`config.mk`:
```
export PLATFORM = sky130hd
export DESIGN_NAME = sao_lcu_feeder
export DESIGN_NICKNAME = d
export VERILOG_FILES = /design/src/rtl/sao_lcu_feeder.sv
export SDC_FILE = /design/constraint.sdc
export NUM_CORES = 1
export LEC_CHECK = 0
export ABC_AREA = 1
export CAP_MARGIN = 30
export CORE_UTILIZATION = 60
export CTS_CLUSTER_SIZE = 20
export DETAILED_ROUTE_END_ITERATION = 10
export GPL_TIMING_DRIVEN = 0
export PLACE_DENSITY = 0.95
export REMOVE_ABC_BUFFERS = 1
export SLEW_MARGIN = 20
export SYNTH_ARGS = -nofsm -noshare
export SYNTH_HDL_FRONTEND = slang
export SYNTH_SLANG_ARGS = --single-unit
```
`constraint.sdc`:
```
create_clock -name clk -period 9.3 [get_ports clk]
set_input_delay 2.325 -clock clk [delete_from_list [all_inputs] [get_ports clk]]
set_output_delay 2.325 -clock clk [all_outputs]
set_load 0.05 [all_outputs]
```
`src/rtl/sao_lcu_feeder.sv`:
```
// sao_lcu_feeder: streams a FRAME_W x FRAME_W frame from a 1-cycle-latency sync SRAM
// into the SAO filter, LCU by LCU, behind a 2-entry skid buffer that absorbs busy.
// Optional build macro: LCU_GAP_EN inserts one idle in_en cycle between LCUs.
module sao_lcu_feeder #(
  parameter int FRAME_W = 128,
  parameter int ADDR_W  = 14,
  parameter int DATA_W  = 8
) (
  input  logic              clk,
  input  logic              reset,
  input  logic              start,
  input  logic [1:0]        lcu_size_cfg,
  output logic              sram_cen,
  output logic [ADDR_W-1:0] sram_a,
  input  logic [DATA_W-1:0] sram_q,
  input  logic              busy,
  output logic              in_en,
  output logic [DATA_W-1:0] din,
  output logic [2:0]        lcu_x,
  output logic [2:0]        lcu_y,
  output logic [1:0]        lcu_size,
  output logic              active,
  output logic              frame_done
);

  typedef enum logic [1:0] {S_IDLE, S_FETCH, S_STREAM, S_DONE} state_t;

  state_t            r_state, w_state_nxt;
  logic [1:0]        r_size;
  logic [5:0]        r_px, r_py;
  logic [2:0]        r_lx, r_ly;
  logic              r_issue_done;
  logic              r_vld_p1;
  logic [2:0]        r_x_p1, r_y_p1;
  logic              r_fl_p1;
  logic [DATA_W-1:0] r_d0, r_d1;
  logic [2:0]        r_x0, r_x1, r_y0, r_y1;
  logic              r_fl0, r_fl1;
  logic [1:0]        r_cnt;

  logic [5:0]        w_wmax;
  logic [2:0]        w_nmax;
  logic              w_px_max, w_py_max, w_lx_max, w_ly_max;
  logic              w_hold, w_xfer, w_issue, w_shift, w_ld0, w_ld1;
  logic [2:0]        w_occ;
  logic [1:0]        w_cnt_pop;

  // Largest pixel index inside an LCU; size code 3 falls back to 16x16.
  function automatic logic [5:0] wmax_f(input logic [1:0] s);
    case (s)
      2'd1:    return 6'd31;
      2'd2:    return 6'd63;
      default: return 6'd15;
    endcase
  endfunction

  // Largest LCU index along one frame axis.
  function automatic logic [2:0] nmax_f(input logic [1:0] s);
    case (s)
      2'd1:    return 3'((FRAME_W / 32) - 1);
      2'd2:    return 3'((FRAME_W / 64) - 1);
      default: return 3'((FRAME_W / 16) - 1);
    endcase
  endfunction

  // Raster address of pixel (px,py) inside LCU (lx,ly).
  function automatic logic [ADDR_W-1:0] addr_f(input logic [2:0] lx, input logic [2:0] ly,
                                               input logic [5:0] px, input logic [5:0] py,
                                               input logic [5:0] wm);
    int w;
    w = int'(wm) + 1;
    return ADDR_W'((int'(ly) * w + int'(py)) * FRAME_W + int'(lx) * w + int'(px));
  endfunction

  assign w_wmax   = wmax_f(r_size);
  assign w_nmax   = nmax_f(r_size);
  assign w_px_max = (r_px == w_wmax);
  assign w_py_max = (r_py == w_wmax);
  assign w_lx_max = (r_lx == w_nmax);
  assign w_ly_max = (r_ly == w_nmax);

`ifdef LCU_GAP_EN
  logic r_ll_p1, r_ll0, r_ll1, r_gap;
  assign w_hold = r_gap;
`else
  assign w_hold = 1'b0;
`endif

  // Head of the skid buffer is what the filter sees.
  assign in_en     = (r_cnt != 2'd0) && !w_hold;
  assign w_xfer    = in_en && !busy;
  // Occupancy after this edge, counting the read that lands on it.
  assign w_occ     = {1'b0, r_cnt} - {2'b00, w_xfer} + {2'b00, r_vld_p1};
  assign w_issue   = ((r_state == S_FETCH) || (r_state == S_STREAM)) && !r_issue_done &&
                     (w_occ < 3'd2);
  assign sram_cen  = !w_issue;
  assign sram_a    = addr_f(r_lx, r_ly, r_px, r_py, w_wmax);
  assign w_cnt_pop = r_cnt - {1'b0, w_xfer};
  assign w_shift   = w_xfer && (r_cnt == 2'd2);
  assign w_ld0     = w_shift || (r_vld_p1 && (w_cnt_pop == 2'd0));
  assign w_ld1     = r_vld_p1 && (w_cnt_pop == 2'd1);
  assign din       = r_d0;
  assign lcu_x     = r_x0;
  assign lcu_y     = r_y0;
  assign lcu_size  = r_size;

  // FSM state register.
  always_ff @(posedge clk or posedge reset) begin
    if (reset) r_state <= S_IDLE;
    else       r_state <= w_state_nxt;
  end

  // FSM next state: frame ends when the pixel tagged frame-last is accepted.
  always_comb begin
    w_state_nxt = r_state;
    case (r_state)
      S_IDLE:   if (start) w_state_nxt = S_FETCH;
      S_FETCH:  w_state_nxt = S_STREAM;
      S_STREAM: if (w_xfer && r_fl0) w_state_nxt = S_DONE;
      default:  w_state_nxt = S_IDLE;
    endcase
  end

  // FSM outputs: active stays high through the done pulse.
  always_comb begin
    active     = (r_state != S_IDLE);
    frame_done = (r_state == S_DONE);
  end

  // ---- stage p0: address counters, read issue and buffer occupancy ----
  always_ff @(posedge clk or posedge reset) begin
    if (reset) begin
      r_size       <= 2'd0;
      r_px         <= 6'd0;
      r_py         <= 6'd0;
      r_lx         <= 3'd0;
      r_ly         <= 3'd0;
      r_issue_done <= 1'b0;
      r_vld_p1     <= 1'b0;
      r_cnt        <= 2'd0;
    end else begin
      r_vld_p1 <= w_issue;
      r_cnt    <= w_cnt_pop + {1'b0, r_vld_p1};
      if ((r_state == S_IDLE) && start) begin
        r_size       <= lcu_size_cfg;
        r_px         <= 6'd0;
        r_py         <= 6'd0;
        r_lx         <= 3'd0;
        r_ly         <= 3'd0;
        r_issue_done <= 1'b0;
      end else if (w_issue) begin
        if (!w_px_max) r_px <= r_px + 6'd1;
        else begin
          r_px <= 6'd0;
          if (!w_py_max) r_py <= r_py + 6'd1;
          else begin
            r_py <= 6'd0;
            if (!w_lx_max) r_lx <= r_lx + 3'd1;
            else begin
              r_lx <= 3'd0;
              if (!w_ly_max) r_ly <= r_ly + 3'd1;
              else begin
                r_ly         <= 3'd0;
                r_issue_done <= 1'b1;
              end
            end
          end
        end
      end
    end
  end

  // ---- stage p1: read in flight, LCU tags travel alongside ----
  always_ff @(posedge clk) begin
    if (w_issue) begin
      r_x_p1  <= r_lx;
      r_y_p1  <= r_ly;
      r_fl_p1 <= w_px_max && w_py_max && w_lx_max && w_ly_max;
    end
  end

  // ---- stage p2: buffer head, loaded from entry 1 on shift or from SRAM ----
  always_ff @(posedge clk or posedge reset) begin
    if (reset) begin
      r_d0  <= '0;
      r_x0  <= 3'd0;
      r_y0  <= 3'd0;
      r_fl0 <= 1'b0;
    end else if (w_ld0) begin
      r_d0  <= w_shift ? r_d1  : sram_q;
      r_x0  <= w_shift ? r_x1  : r_x_p1;
      r_y0  <= w_shift ? r_y1  : r_y_p1;
      r_fl0 <= w_shift ? r_fl1 : r_fl_p1;
    end
  end

  // Buffer entry 1 catches the arriving pixel while the head is stalled.
  always_ff @(posedge clk) begin
    if (w_ld1) begin
      r_d1  <= sram_q;
      r_x1  <= r_x_p1;
      r_y1  <= r_y_p1;
      r_fl1 <= r_fl_p1;
    end
  end

`ifdef LCU_GAP_EN
  // LCU-last tag follows the read through the pipeline.
  always_ff @(posedge clk) begin
    if (w_issue) r_ll_p1 <= w_px_max && w_py_max;
    if (w_ld0)   r_ll0   <= w_shift ? r_ll1 : r_ll_p1;
    if (w_ld1)   r_ll1   <= r_ll_p1;
  end

  // One idle cycle after each LCU except the last so the filter re-samples its parameters.
  always_ff @(posedge clk or posedge reset) begin
    if (reset) r_gap <= 1'b0;
    else       r_gap <= w_xfer && r_ll0 && !r_fl0;
  end
`endif

endmodule

```
==> impl_metrics.toml <==
[finish]
register_area_sq_um = 1690
design_area_sq_um = 4360
diodes = 0
area_growth_pct = 18.9
drive_above_1_share_pct = 7.27
multi_input_area_sq_um = 1690
final_nets = 498
fin_cells = 529
fillerInstances = 393

[power_and_ir_drop]
swShare_pct = 48.2
pwr-share-comb_pct = 54.7
p_seq_share_pct = 30.1
p_int_uw = 779
peakVddDrop_uv = 252
clockPowerShare_pct = 15.2
p_leak_nw = 2.09
power_density_nw_per_um2 = 345
p_switching_uw = 726
finalPower_mw = 1.50

[clocking]
clk_pin_slew_ns = 0.07
cts_made_buffers = 9
clock_latency_ns = 0.34
root_buffer = "clkbuf_8"
clock-sinks = 63
cts_setup_buffers = 0
max-clock-path-buffers = 2
htree_levels = 3
cts.repair.resized = 0
hold_buffers = 0
cts_tree = "built"

[critical_path]
endpoint_kind = "output pin"
crit_fanout = 5
critPathLaunchType = "input pin"
path_class = "in2out"
cp_slowest_cell = "clkdlybuf4s50_1"
crit_buf_inv = 4
crit_chain = "clkdlybuf4s50_1 -> inv_1 -> nand2_1 -> inv_1 -> ha_1 -> nor2_1 -> fa_1 -> nor3_2 -> nand2_2 -> clkdlybuf4s50_1"
slowest_delay_ns = 0.74
critPathArrivalTime_ns = 5.03
crit_required_ns = 6.98
crit_family = "buffers and inverters"

[timing]
period_needed_ns = 7.36
rsz0062_at_grt = "false"
drv_slew = 0
fmax_ghz = 0.136
fin_setup_tns_ns = 0
min_period_over_period_pct = 79.1
tightest_slew_ns = 0.836
finalHoldViolations = 0
slew_headroom_pct = 44.2
clock_skew_ns = 0.00868
setup-violations-final = 0

[floorplanning]
fp.dieW_um = 80.2
initial_utilization_pct = 62.0
row_count = 28
die_y_um = 80.2
io_pins = 48
design.core.area_sq_um = 5920
die-area_sq_um = 6430

[hold_path]
hp-class = "reg2reg"

[global_routing]
antenna_found_initial = 0
gr-usage-all-layers_pct = 25.9
grt_pass1_wl_mm = 12.5
grt_pass1_vias = 2849
grt_max_degree = 31
grt_overflow = 0

[yosys]
syn_inst = 404
yosys.area.top_type_share_pct = 28.0
yosys-top-cells-area = "dfrtp_1, edfxtp_1, ha_1"
syn_area_per_cell_sq_um = 9.08
netlist-cell-type-count = 37
yosys.area.top_type = "dfrtp_1"
syn_area_sq_um = 3670
yosysWarnings = 0
synth.yosys.seq_area_share_pct = 46.0
synth_seq_cells = 63

[job]
drv_cap = 0

[status]
status = "completed"

[detailed_routing]
wl_per_cell_um = 14.0
finalWirelength_mm = 7.43
drc = 0
drt-initial-drc-count = 134
via_per_inst = 5.51
ant_nets = 0
dr.pass1.iters = 5
vias = 2917

[placed_design]
dp_hpwl_mm = 5.40
place_congestion = 0.921
dpl_cell_area_sq_um = 4170
dp.cells = 514
io_buffers = 47
[power by group through the flow]
stage / clock, mW / combinational, mW / sequential, mW
after floorplan: 0 / 0.462 / 0.570
after global placement: 0 / 0.783 / 0.450
after detailed placement: 0 / 0.818 / 0.457
after CTS: 0.234 / 0.825 / 0.452
after global routing: 0.247 / 0.896 / 0.463
final: 0.229 / 0.823 / 0.453
[placed cells by master, fill, tap and decap left out, types with 2 or more instances in the layout]
| master | Yosys | final |
|---|---|---|
| a21oi_1 | 6 | 6 |
| clkbuf_8 | 0 | 10 |
| clkdlybuf4s50_1 | 0 | 47 |
| dfrtp_1 | 41 | 41 |
| edfxtp_1 | 22 | 22 |
| fa_1 | 5 | 5 |
| ha_1 | 29 | 29 |
| inv_1 | 51 | 50 |
| inv_2 | 3 | 4 |
| nand2_1 | 78 | 78 |
| nand2_2 | 4 | 4 |
| nand3_1 | 31 | 31 |
| nand3b_1 | 3 | 3 |
| nand4_1 | 8 | 8 |
| nor2_1 | 28 | 28 |
| nor3_2 | 1 | 2 |
| o21ai_0 | 34 | 34 |
| o21ai_1 | 15 | 15 |
| o22ai_1 | 2 | 2 |
| xnor2_1 | 5 | 5 |
| xor2_1 | 10 | 10 |
[final timing paths]
| kind | start | endpoint | slack [ns] | cells past startpoint |
|---|---|---|---|---|
| worst min register to register | r_fl_p1$_DFFE_PP_ | r_fl1$_DFFE_PP_ | 0.45 | 0 |
| worst max-delay path | busy | sram_cen | 1.94 | 10 |
| max in group asynchronous | reset | r_px[2]$_DFFE_PP0P_ | 6.56 | 3 |
| worst min-delay path | r_fl_p1$_DFFE_PP_ | r_fl1$_DFFE_PP_ | 0.45 | 0 |
| worst max register to register | r_cnt[1]$_DFF_PP0_ | r_lx[2]$_DFFE_PP0P_ | 6.43 | 13 |
| min in group asynchronous | reset | din[3]$_DFFE_PP0P_ | 2.27 | 2 |
[worst reg2reg max path: stages (launching register included)]
cell      delay [ns]
dfrtp_1         0.40
inv_2           0.14
nand2_1         0.09
nand2_1         0.07
inv_1           0.04
ha_1            0.31
nor2_1          0.16
fa_1            0.45
nor3_2          0.19
nand2_2         0.15
o21bai_4        0.38
nand2_2         0.17
nand2_1         0.12
o21ai_1         0.08
[metrics by stage]
step	hold WS, ns	setup slack, ns	util [%]
6_report	0.451	1.94	73.7
5_1_grt	0.467	1.82	73.7
4_1_cts	0.448	1.92	73.7
3_5_place_dp	0.437	1.93	70.5
3_3_place_gp	0.427	2.03	69.9
2_1_floorplan	0.421	3.16	-
[final cells by class]
class,count,share of cell area (%)
Sequential cell,63,38.7
Inverter,54,4.65
Tap cell,75,2.15
Clock buffer,11,3.24
Clock inverter,4,1.06
Multi-Input combinational cell,273,38.7
Timing Repair Buffer,49,11.5
[kinds of logic after synthesis]
logic type,Yosys count,synth area share (%)
XOR/XNOR,16,4.02
adder cells (fa/ha/maj),34,12.6
flip-flops,63,46.0
AND/OR/NAND/NOR,163,20.5
buffers and inverters,68,8.15
AO/OA/AOI/OAI,60,8.73
[registers in the layout (all words and copies together) (netlist names)]
register	cells
din	8
r_d1	8
r_px	6
r_py	6
lcu_x	3
lcu_y	3
r_lx	3
r_ly	3
r_x1	3
r_x_p1	3
r_y1	3
r_y_p1	3
lcu_size	2
r_cnt	2
r_state	2
r_fl0	1
r_fl1	1
r_fl_p1	1
r_issue_done	1
r_vld_p1	1
[per-layer routing]
| layer | part of all wire [%] | global-route usage [%] | routed length (um) |
|---|---|---|---|
| met5 | 0 | 0 | 0 |
| met4 | 2.0 | 12.5 | 145 |
| met3 | 3.9 | 6.48 | 291 |
| met2 | 52 | 46.8 | 3880 |
| met1 | 42 | 28.3 | 3120 |
[cells in the mapped netlist]
master    instances
nand2_1          78
inv_1            51
dfrtp_1          41
o21ai_0          34
nand3_1          31
ha_1             29
nor2_1           28
edfxtp_1         22
o21ai_1          15
xor2_1           10
nand4_1           8
a21oi_1           6
buf_4             5
fa_1              5
xnor2_1           5
nand2_2           4
buf_6             3
clkbuf_1          3
inv_2             3
nand3b_1          3
buf_2             2
nor3_1            2
o22ai_1           2
a21o_1            1
a31oi_1           1
buf_1             1
nand2_4           1
nand2b_1          1
nand3_2           1
nand3b_4          1
nor2_2            1
nor3_2            1
nor3_4            1
nor4_1            1
o21bai_4          1
or2_2             1
xor2_2            1
Note: power is estimated with default switching activity, not from simulation.
